$ cat src/rtl/round_robin_index_arbiter_pkg.sv
// Shared definitions for the round-robin index arbiter: FSM encodings and a
// constant-foldable ceil(log2) used to size the index and hold counter.
package round_robin_index_arbiter_pkg;

    localparam logic ST_IDLE    = 1'b0;
    localparam logic ST_GRANTED = 1'b1;

    function automatic int unsigned clog2(input int unsigned value);
        int unsigned result = 0;
        logic [32:0] span   = 33'd1;
        while (span < 33'(value)) begin
            span   = span << 1;
            result = result + 1;
        end
        return result;
    endfunction

endpackage

$ cat src/rtl/round_robin_index_arbiter_rr_priority_pick.sv
// Combinational rotating-priority pick: first set request at or after start,
// wrapping at NUM_REQ-1, found via a double-width rotate-and-scan.
module rr_priority_pick
    import round_robin_index_arbiter_pkg::*;
#(
    parameter int unsigned NUM_REQ     = 4,
    parameter int unsigned INDEX_WIDTH = 2
) (
    input  logic [NUM_REQ-1:0]     req,
    input  logic [INDEX_WIDTH-1:0] start,
    output logic                   found,
    output logic [INDEX_WIDTH-1:0] winner
);

    logic [NUM_REQ-1:0]     rotated;
    logic [INDEX_WIDTH-1:0] offset;
    logic [INDEX_WIDTH:0]   sum;

    // Bit k of rotated is requester (start + k) mod NUM_REQ.
    assign rotated = NUM_REQ'({req, req} >> start);

    always_comb begin
        found  = 1'b0;
        offset = '0;
        for (int i = NUM_REQ - 1; i >= 0; i--) begin
            if (rotated[i]) begin
                found  = 1'b1;
                offset = INDEX_WIDTH'(i);
            end
        end
        sum = {1'b0, start} + {1'b0, offset};
        if (sum >= (INDEX_WIDTH + 1)'(NUM_REQ)) begin
            sum = sum - (INDEX_WIDTH + 1)'(NUM_REQ);
        end
        winner = sum[INDEX_WIDTH-1:0];
    end

endmodule

$ cat src/rtl/round_robin_index_arbiter.sv
// Round-robin arbiter producing a registered binary winner index and valid flag;
// a grant is held until released by the owner or forced off by HOLD_LIMIT.
module round_robin_index_arbiter
    import round_robin_index_arbiter_pkg::*;
#(
    parameter int unsigned NUM_REQ     = 4,
    parameter int unsigned INDEX_WIDTH = clog2(NUM_REQ),
    parameter int unsigned HOLD_LIMIT  = 16
) (
    input  logic                   clk,
    input  logic                   reset_n,
    input  logic [NUM_REQ-1:0]     req_in,
    input  logic                   release_in,
    output logic                   grant_valid,
    output logic [INDEX_WIDTH-1:0] grant_index,
    output logic                   timeout_pulse
);

    localparam int unsigned HOLD_BITS  = clog2(HOLD_LIMIT + 1);
    localparam int unsigned HOLD_WIDTH = (HOLD_BITS > 0) ? HOLD_BITS : 1;
    localparam logic [HOLD_WIDTH-1:0]  HOLD_LAST = HOLD_WIDTH'(HOLD_LIMIT - 1);
    localparam logic [HOLD_WIDTH-1:0]  HOLD_MAX  = '1;
    localparam logic [INDEX_WIDTH-1:0] LAST_REQ  = INDEX_WIDTH'(NUM_REQ - 1);

    logic                   state_q, state_d;
    logic [INDEX_WIDTH-1:0] rr_pointer_q, rr_pointer_d;
    logic [HOLD_WIDTH-1:0]  hold_count_q, hold_count_d;
    logic [INDEX_WIDTH-1:0] index_q, index_d;
    logic                   timeout_q, timeout_d;
    logic                   found;
    logic [INDEX_WIDTH-1:0] winner;
    logic [INDEX_WIDTH-1:0] next_pointer;
    logic                   limit_hit;

    rr_priority_pick #(
        .NUM_REQ    (NUM_REQ),
        .INDEX_WIDTH(INDEX_WIDTH)
    ) u_pick (
        .req   (req_in),
        .start (rr_pointer_q),
        .found (found),
        .winner(winner)
    );

    assign next_pointer = (index_q == LAST_REQ) ? '0 : index_q + INDEX_WIDTH'(1);
    assign limit_hit    = (HOLD_LIMIT != 0) && (hold_count_q == HOLD_LAST);

    always_comb begin
        state_d      = state_q;
        rr_pointer_d = rr_pointer_q;
        hold_count_d = hold_count_q;
        index_d      = index_q;
        timeout_d    = 1'b0;
        case (state_q)
            ST_IDLE: begin
                if (found) begin
                    index_d      = winner;
                    hold_count_d = '0;
                    state_d      = ST_GRANTED;
                end
            end
            default: begin
                // An owner release wins over a simultaneous limit hit, so no pulse then.
                if (release_in || limit_hit) begin
                    rr_pointer_d = next_pointer;
                    state_d      = ST_IDLE;
                    timeout_d    = !release_in;
                end else if (hold_count_q != HOLD_MAX) begin
                    hold_count_d = hold_count_q + HOLD_WIDTH'(1);
                end
            end
        endcase
    end

    always_ff @(posedge clk) begin
        if (!reset_n) begin
            state_q      <= ST_IDLE;
            rr_pointer_q <= '0;
            hold_count_q <= '0;
            index_q      <= '0;
            timeout_q    <= 1'b0;
        end else begin
            state_q      <= state_d;
            rr_pointer_q <= rr_pointer_d;
            hold_count_q <= hold_count_d;
            index_q      <= index_d;
            timeout_q    <= timeout_d;
        end
    end

    assign grant_valid   = (state_q == ST_GRANTED);
    assign grant_index   = index_q;
    assign timeout_pulse = timeout_q;

endmodule

$ cat config.mk
export PLATFORM = sky130hd
export DESIGN_NAME = round_robin_index_arbiter
export DESIGN_NICKNAME = d
export VERILOG_FILES = /design/src/rtl/round_robin_index_arbiter_pkg.sv /design/src/rtl/round_robin_index_arbiter_rr_priority_pick.sv /design/src/rtl/round_robin_index_arbiter.sv
export SDC_FILE = /design/constraint.sdc
export NUM_CORES = 1
export LEC_CHECK = 0
export ABC_AREA = 1
export ABC_CLOCK_PERIOD_IN_PS = 2350
export BUFFER_PORTS_ARGS = -buffer_cell sky130_fd_sc_hd__buf_2
export CAP_MARGIN = 10
export CORE_UTILIZATION = 30
export CTS_BUF_LIST = sky130_fd_sc_hd__clkbuf_8
export CTS_CLUSTER_SIZE = 30
export DETAILED_ROUTE_END_ITERATION = 8
export HOLD_SLACK_MARGIN = 0.1
export RECOVER_POWER = 100
export SYNTH_ARGS = -nofsm -noshare
export SYNTH_HDL_FRONTEND = slang
export SYNTH_SLANG_ARGS = --single-unit
$ cat constraint.sdc
create_clock -name clk -period 2.35 [get_ports clk]
set_clock_uncertainty 0.15 [all_clocks]
set_input_delay 0 -clock clk [delete_from_list [all_inputs] [get_ports clk]]
set_output_delay 0 -clock clk [all_outputs]
set_load 0.005 [all_outputs]
# Word level (Yosys, flattened, before mapping)
# Index checks and enable logic that the tools add are counted.
[totals]
reg_bits = 11
input_bits = 7
output_inout_bits = 4
wordCells = 41
[classes]
addsub = 4
magnitude_cmp = 1
n_eq_ne = 5
shift = 1
n_mux = 17
bitwise_logic = 1
n_reduce_logical = 7
[op_table]
columns = ["op", "count"]
rows = [
  ["5-bit 2-to-1 mux", 4],
  ["2-bit 2-to-1 mux", 6],
  ["8-bit by 2-bit right shift with 4-bit output", 1],
  ["1-bit 2-to-1 mux", 7],
  ["3-bit AND reduction", 2],
  ["5-bit by 1-bit adder with 5-bit output, second input constant", 1],
  ["5-bit by 4-bit equality test with 1-bit output, second input constant", 1],
  ["5-bit != test, second input constant", 1],
  ["2-bit AND reduction", 2],
  ["2-bit by 2-bit adder with 3-bit output", 1],
  ["3-bit greater-or-equal comparator, second input constant", 1],
  ["2-bit by 1-bit adder with 2-bit output, second input constant", 1],
  ["2-bit equality test, second input constant", 1],
  ["2-bit by 1-bit != test with 1-bit output, second input constant", 1],
  ["2-bit != test, second input constant", 1],
  ["2-bit nonzero test", 1],
  ["2-bit by 1-bit subtractor with 2-bit output, second input constant", 1],
  ["1-bit zero test", 1],
  ["1-bit logical OR", 1],
  ["1-bit NOT", 1],
]

# Longest topological paths before layout
[logic_depth]
ltp_word = 8
mapped_depth = 14
ltp_nobuf = 14

# Cells and area by module
# From an unflattened synthesis, not the netlist that was laid out.
[hier_totals]
cells_unflattened = 107
area_unflattened_um2 = 708.2
[by_module_without_submodules]
columns = ["module", "instances", "cells_each", "area_per_inst_um2"]
rows = [
  ["round_robin_index_arbiter", 1, 72, 543.0],
  ["rr_priority_pick", 1, 35, 165.2],
]

# Worst setup path before layout
# OpenSTA, ideal clock, no wires.
[synth_path]
kind = "reg2reg"
start = "register rr_pointer_q[0]"
end = "register index_q[1], in the netlist grant_index[1]"
t_arrival_ps = 1501
required_time_ps = 2077
path_slack_ps = 577
path_stages_with_launch = 14
path_buffers = 0
cell_sequence = "dfxtp_1 -> inv_2 -> nand2_1 -> nand3_1 -> nand2_2 -> nand3_1 -> a21boi_0 -> ha_1 -> xor2_1 -> nand3_1 -> nand2_1 -> inv_1 -> nand2_1 -> a21oi_1"
[synth_via]
elab_chain_cells = 8
[synth_rtl]
columns = ["element", "line_no", "text"]
rows = [
  ["start, declared", "round_robin_index_arbiter.sv:26", "logic [INDEX_WIDTH-1:0] rr_pointer_q, rr_pointer_d;"],
  ["start signal, assigned", "round_robin_index_arbiter.sv:84", "rr_pointer_q <= rr_pointer_d;"],
  ["8-bit by 2-bit right shift with 4-bit output", "round_robin_index_arbiter_rr_priority_pick.sv:20", "assign rotated = NUM_REQ'({req, req} >> start);"],
  ["2-bit 2-to-1 mux (4 in series)", "round_robin_index_arbiter_rr_priority_pick.sv:26", "if (rotated[i]) begin"],
  ["2-bit by 2-bit adder with 3-bit output", "round_robin_index_arbiter_rr_priority_pick.sv:31", "sum = {1'b0, start} + {1'b0, offset};"],
  ["3-bit greater-or-equal comparator / 2-bit by 1-bit subtractor with 2-bit output (equally long branches)", "round_robin_index_arbiter_rr_priority_pick.sv:32, round_robin_index_arbiter_rr_priority_pick.sv:33", ""],
  ["2-bit 2-to-1 mux", "round_robin_index_arbiter_rr_priority_pick.sv:32", "if (sum >= (INDEX_WIDTH + 1)'(NUM_REQ)) begin"],
  ["end signal, assigned", "round_robin_index_arbiter.sv:86", "index_q <= index_d;"],
  ["end, declared", "round_robin_index_arbiter.sv:28", "logic [INDEX_WIDTH-1:0] index_q, index_d;"],
]
# Several ways; a longest one is shown, not always the timed one.
# A chain may end at the register's enable or synchronous reset.

# Worst setup path in the final report
[layout_path]
start = "register hold_count_q[0]"
end = "register timeout_q, in the netlist timeout_pulse"
[layout_via]
elab_chain_cells = 3
[layout_rtl]
columns = ["element", "line_no", "text"]
rows = [
  ["start, declared", "round_robin_index_arbiter.sv:27", "logic [HOLD_WIDTH-1:0] hold_count_q, hold_count_d;"],
  ["start signal, assigned", "round_robin_index_arbiter.sv:85", "hold_count_q <= hold_count_d;"],
  ["5-bit by 4-bit equality test with 1-bit output", "round_robin_index_arbiter.sv:46", "assign limit_hit = (HOLD_LIMIT != 0) && (hold_count_q == HOLD_LAST);"],
  ["1-bit logical OR", "round_robin_index_arbiter.sv:64", "if (release_in || limit_hit) begin"],
  ["3-bit AND reduction (no line)", "n/a", ""],
  ["end signal, assigned", "round_robin_index_arbiter.sv:87", "timeout_q <= timeout_d;"],
  ["end, declared", "round_robin_index_arbiter.sv:29", "logic timeout_q, timeout_d;"],
]
# No other way between the ends.

==> summary.md <==
| Metric | Value |
|---|---|
| Status | finished clean |
| Synth warnings | 0 |
| MaxCap Viol Count | 0 |
| Core area | 0.00204 mm² |
| Worst-Skew Late Latency | 0.24 ns |
| Max-slew headroom | 79.7% |
| Vias/cell | 4.75 |
| Min-Delay Path Class | in2reg |
| H-tree Lvls | 1 |
| Synth area leader | dfxtp_1 |
| CP Class | reg2reg |
| Synth top area cells | dfxtp_1, nand3_1, nand2_1, ha_1, a21oi_1 |
| Tmin final | 2.12 ns |
| CP Max Fanout | 6 |
| Peak VDD IR | 335 µV |
| Die extent in x | 49.7 µm |
| Routed via count | 684 |
| Die Area | 0.00247 mm² |
| Grt total ovfl | 0 |
| Sequential Power Share | 41.5% |
| Sequential area share after synthesis | 32.2% |
| Die Y-Extent | 49.7 µm |
| Most common cell after layout, fill and taps aside | nand2_1 |
| Fin crit share | 90.1% |
| PortBufs | 10 |
| CP required | 2.38 ns |
| Cells on worst reg2reg path | 9 |
| Dpl hpwl | 1.10 mm |
| Global-route wire length before repair | 2.44 mm |
| Final hold violations | 0 |
| Area growth from synthesis to layout | 23.4% |
| Num rows | 16 |
| Met3 GRT Util | 1.85% |
| Largest net degree at the start of global routing | 9 |
| Clk root buf | clkbuf_8 |
| Met2 Track Usage GR | 21.6% |
| NetSw | 0.153 mW |
| Internal power | 0.357 mW |
| Starting DRC count in detailed routing | 10 |
| Final wirelength | 1.48 mm |
| Clock power frac | 36.4% |
| Clock Tree Buf Depth | 2 |
| WL/cell | 10.3 µm |
| Nets | 130 |
| Sw frac | 30.1% |
| Crit path DAT | 2.15 ns |
| CTS Buf Count | 3 |
| Final setup TNS | 0 ns |
| Highest clock rate | 0.472 GHz |
| CTS tree | built |
| Residual DRC | 0 |
| Syn nets | 112 |
| Met1 GRT Util | 15.4% |
| Post-synth top area share | 32.2% |
| Number of diodes | 0 |
| Gp weighted congestion | 0.845 |
| Cells after synthesis | 100 |
| Number of global-route vias before repair | 593 |
| Startpoint Class | flip-flop |
| Leakage | 0.393 nW |
| Layout cells sized above 1 | 16.2% |
| Total power draw | 0.510 mW |
| Most frequent cells in the layout | nand2_1, nand3_1, inv_1 |
| DRT Pass-1 Iters | 4 |
| RSZ-0062 raised after global routing | no |
| Crit end category | flip-flop |
| Top-Level Pins | 11 |
| # clock sinks | 11 |
| Fin. max-slew vios | 0 |
| Top Usage Layer GRT | met2 |
| Tot GR Track Use | 13.0% |
| Cells on Worst Hold Path | 8 |
| Endpoints failing setup | 0 |
| Slew @ Worst Pin | 0.304 ns |
| Mapped cell area | 683 µm² |
| Initial antenna violation count | 0 |
| Cell variety after synth | 17 |
| Comb pwr share | 22.1% |
| Initial Util | 33.5% |
| Antenna viol nets, final | 0 |
| Pwr Density | 605 mW/mm² |
| CTS clock-pin slew for the worst setup and hold paths | 0.05 ns |
| Flops & latches, synth | 11 |
| Mean Syn Cell Area | 6.83 µm² |
[cell families after synthesis]
logic type	count (synthesis)	synth area share, %
simple gates	56	37.2
xor+xnor	2	2.56
fa+ha+maj	5	9.16
buf+inv	12	6.59
flops	11	32.2
compound gates	14	12.3
[flip-flops by register name, summed over array words and instances (netlist names)]
signal / cells
grant_valid: 1
rr_pointer_q: 2
grant_index: 2
hold_count_q: 5
timeout_pulse: 1
[critical path, stage by stage, from the launching register on]
cell and delay [ns]:
dfxtp_1 0.37, ha_1 0.19, nand2_1 0.08, nor2_2 0.13, ha_1 0.16, nor2_1 0.05, nor2_1 0.11, inv_1 0.12
nor3_1 0.13, dlygate4sd3_1 0.57
[final cells by class]
cell class / instances / area (µm²)
repair buffers: 13 / 78.8
flip-flops and latches: 11 / 220
clock inverters: 1 / 3.75
fillers: 226 / 1200
clock buffers: 3 / 41.3
inverters: 12 / 45.0
well taps: 27 / 33.8
multi-input cells: 77 / 420
[through the flow]
| stage | hold WS [ns] | instances | area, µm² | worst slack, ns | utilization (%) |
|---|---|---|---|---|---|
| detailed placement | 0.0445 | 137 | 767 | 0.376 | 37.6 |
| global route | 0.314 | 144 | 843 | 0.0506 | 41.3 |
| global placement | 0.0529 | 137 | 767 | 0.431 | 37.6 |
| CTS | 0.249 | 144 | 842 | 0.181 | 41.2 |
| floorplan | -0.0707 | 100 | 683 | 0.577 | - |
| finish | 0.251 | 144 | 843 | 0.232 | 41.3 |
[metal layers]
metal / part of all wire [%] / up-vias
met2: 46 / 6
met5: 0 / -
met1: 49 / 312
met4: 2.9 / 0
met3: 2.1 / 5
li1: - / 361
[final timing paths]
check / from / to / slack, ns
hold reg to reg: grant_index[1] / grant_index[1] / 0.34
setup reg to reg: hold_count_q[0] / timeout_pulse / 0.23
hold / removal: req_in[2] / grant_index[1] / 0.25
setup / recovery: hold_count_q[0] / timeout_pulse / 0.23
[Yosys cell counts]
master / number
a21boi_0: 1
nand2_2: 3
nand3_1: 18
ha_1: 5
inv_1: 11
nor3b_1: 1
a21oi_1: 9
dfxtp_1: 11
nand3b_1: 1
or2_2: 2
inv_2: 1
nor2_1: 10
xor2_1: 2
nand2_1: 20
o21ai_0: 3
o21ai_4: 1
nor3_1: 1
[power groups by stage]
stage | combinational (mW) | clock, mW | sequential (mW)
2_1_floorplan | 0.0782 | 0 | 0.214
6_report | 0.113 | 0.186 | 0.211
3_5_place_dp | 0.109 | 0 | 0.215
5_1_grt | 0.129 | 0.201 | 0.213
4_1_cts | 0.113 | 0.191 | 0.211
3_3_place_gp | 0.108 | 0 | 0.215
[timing repair]
item	CTS	global route
hold endpoints to repair	10	0
resized for setup	0	1
setup endpoints to repair	0	1
hold buffers	3	0
setup buffers	0	0
(Power assumes the default switching activity.)
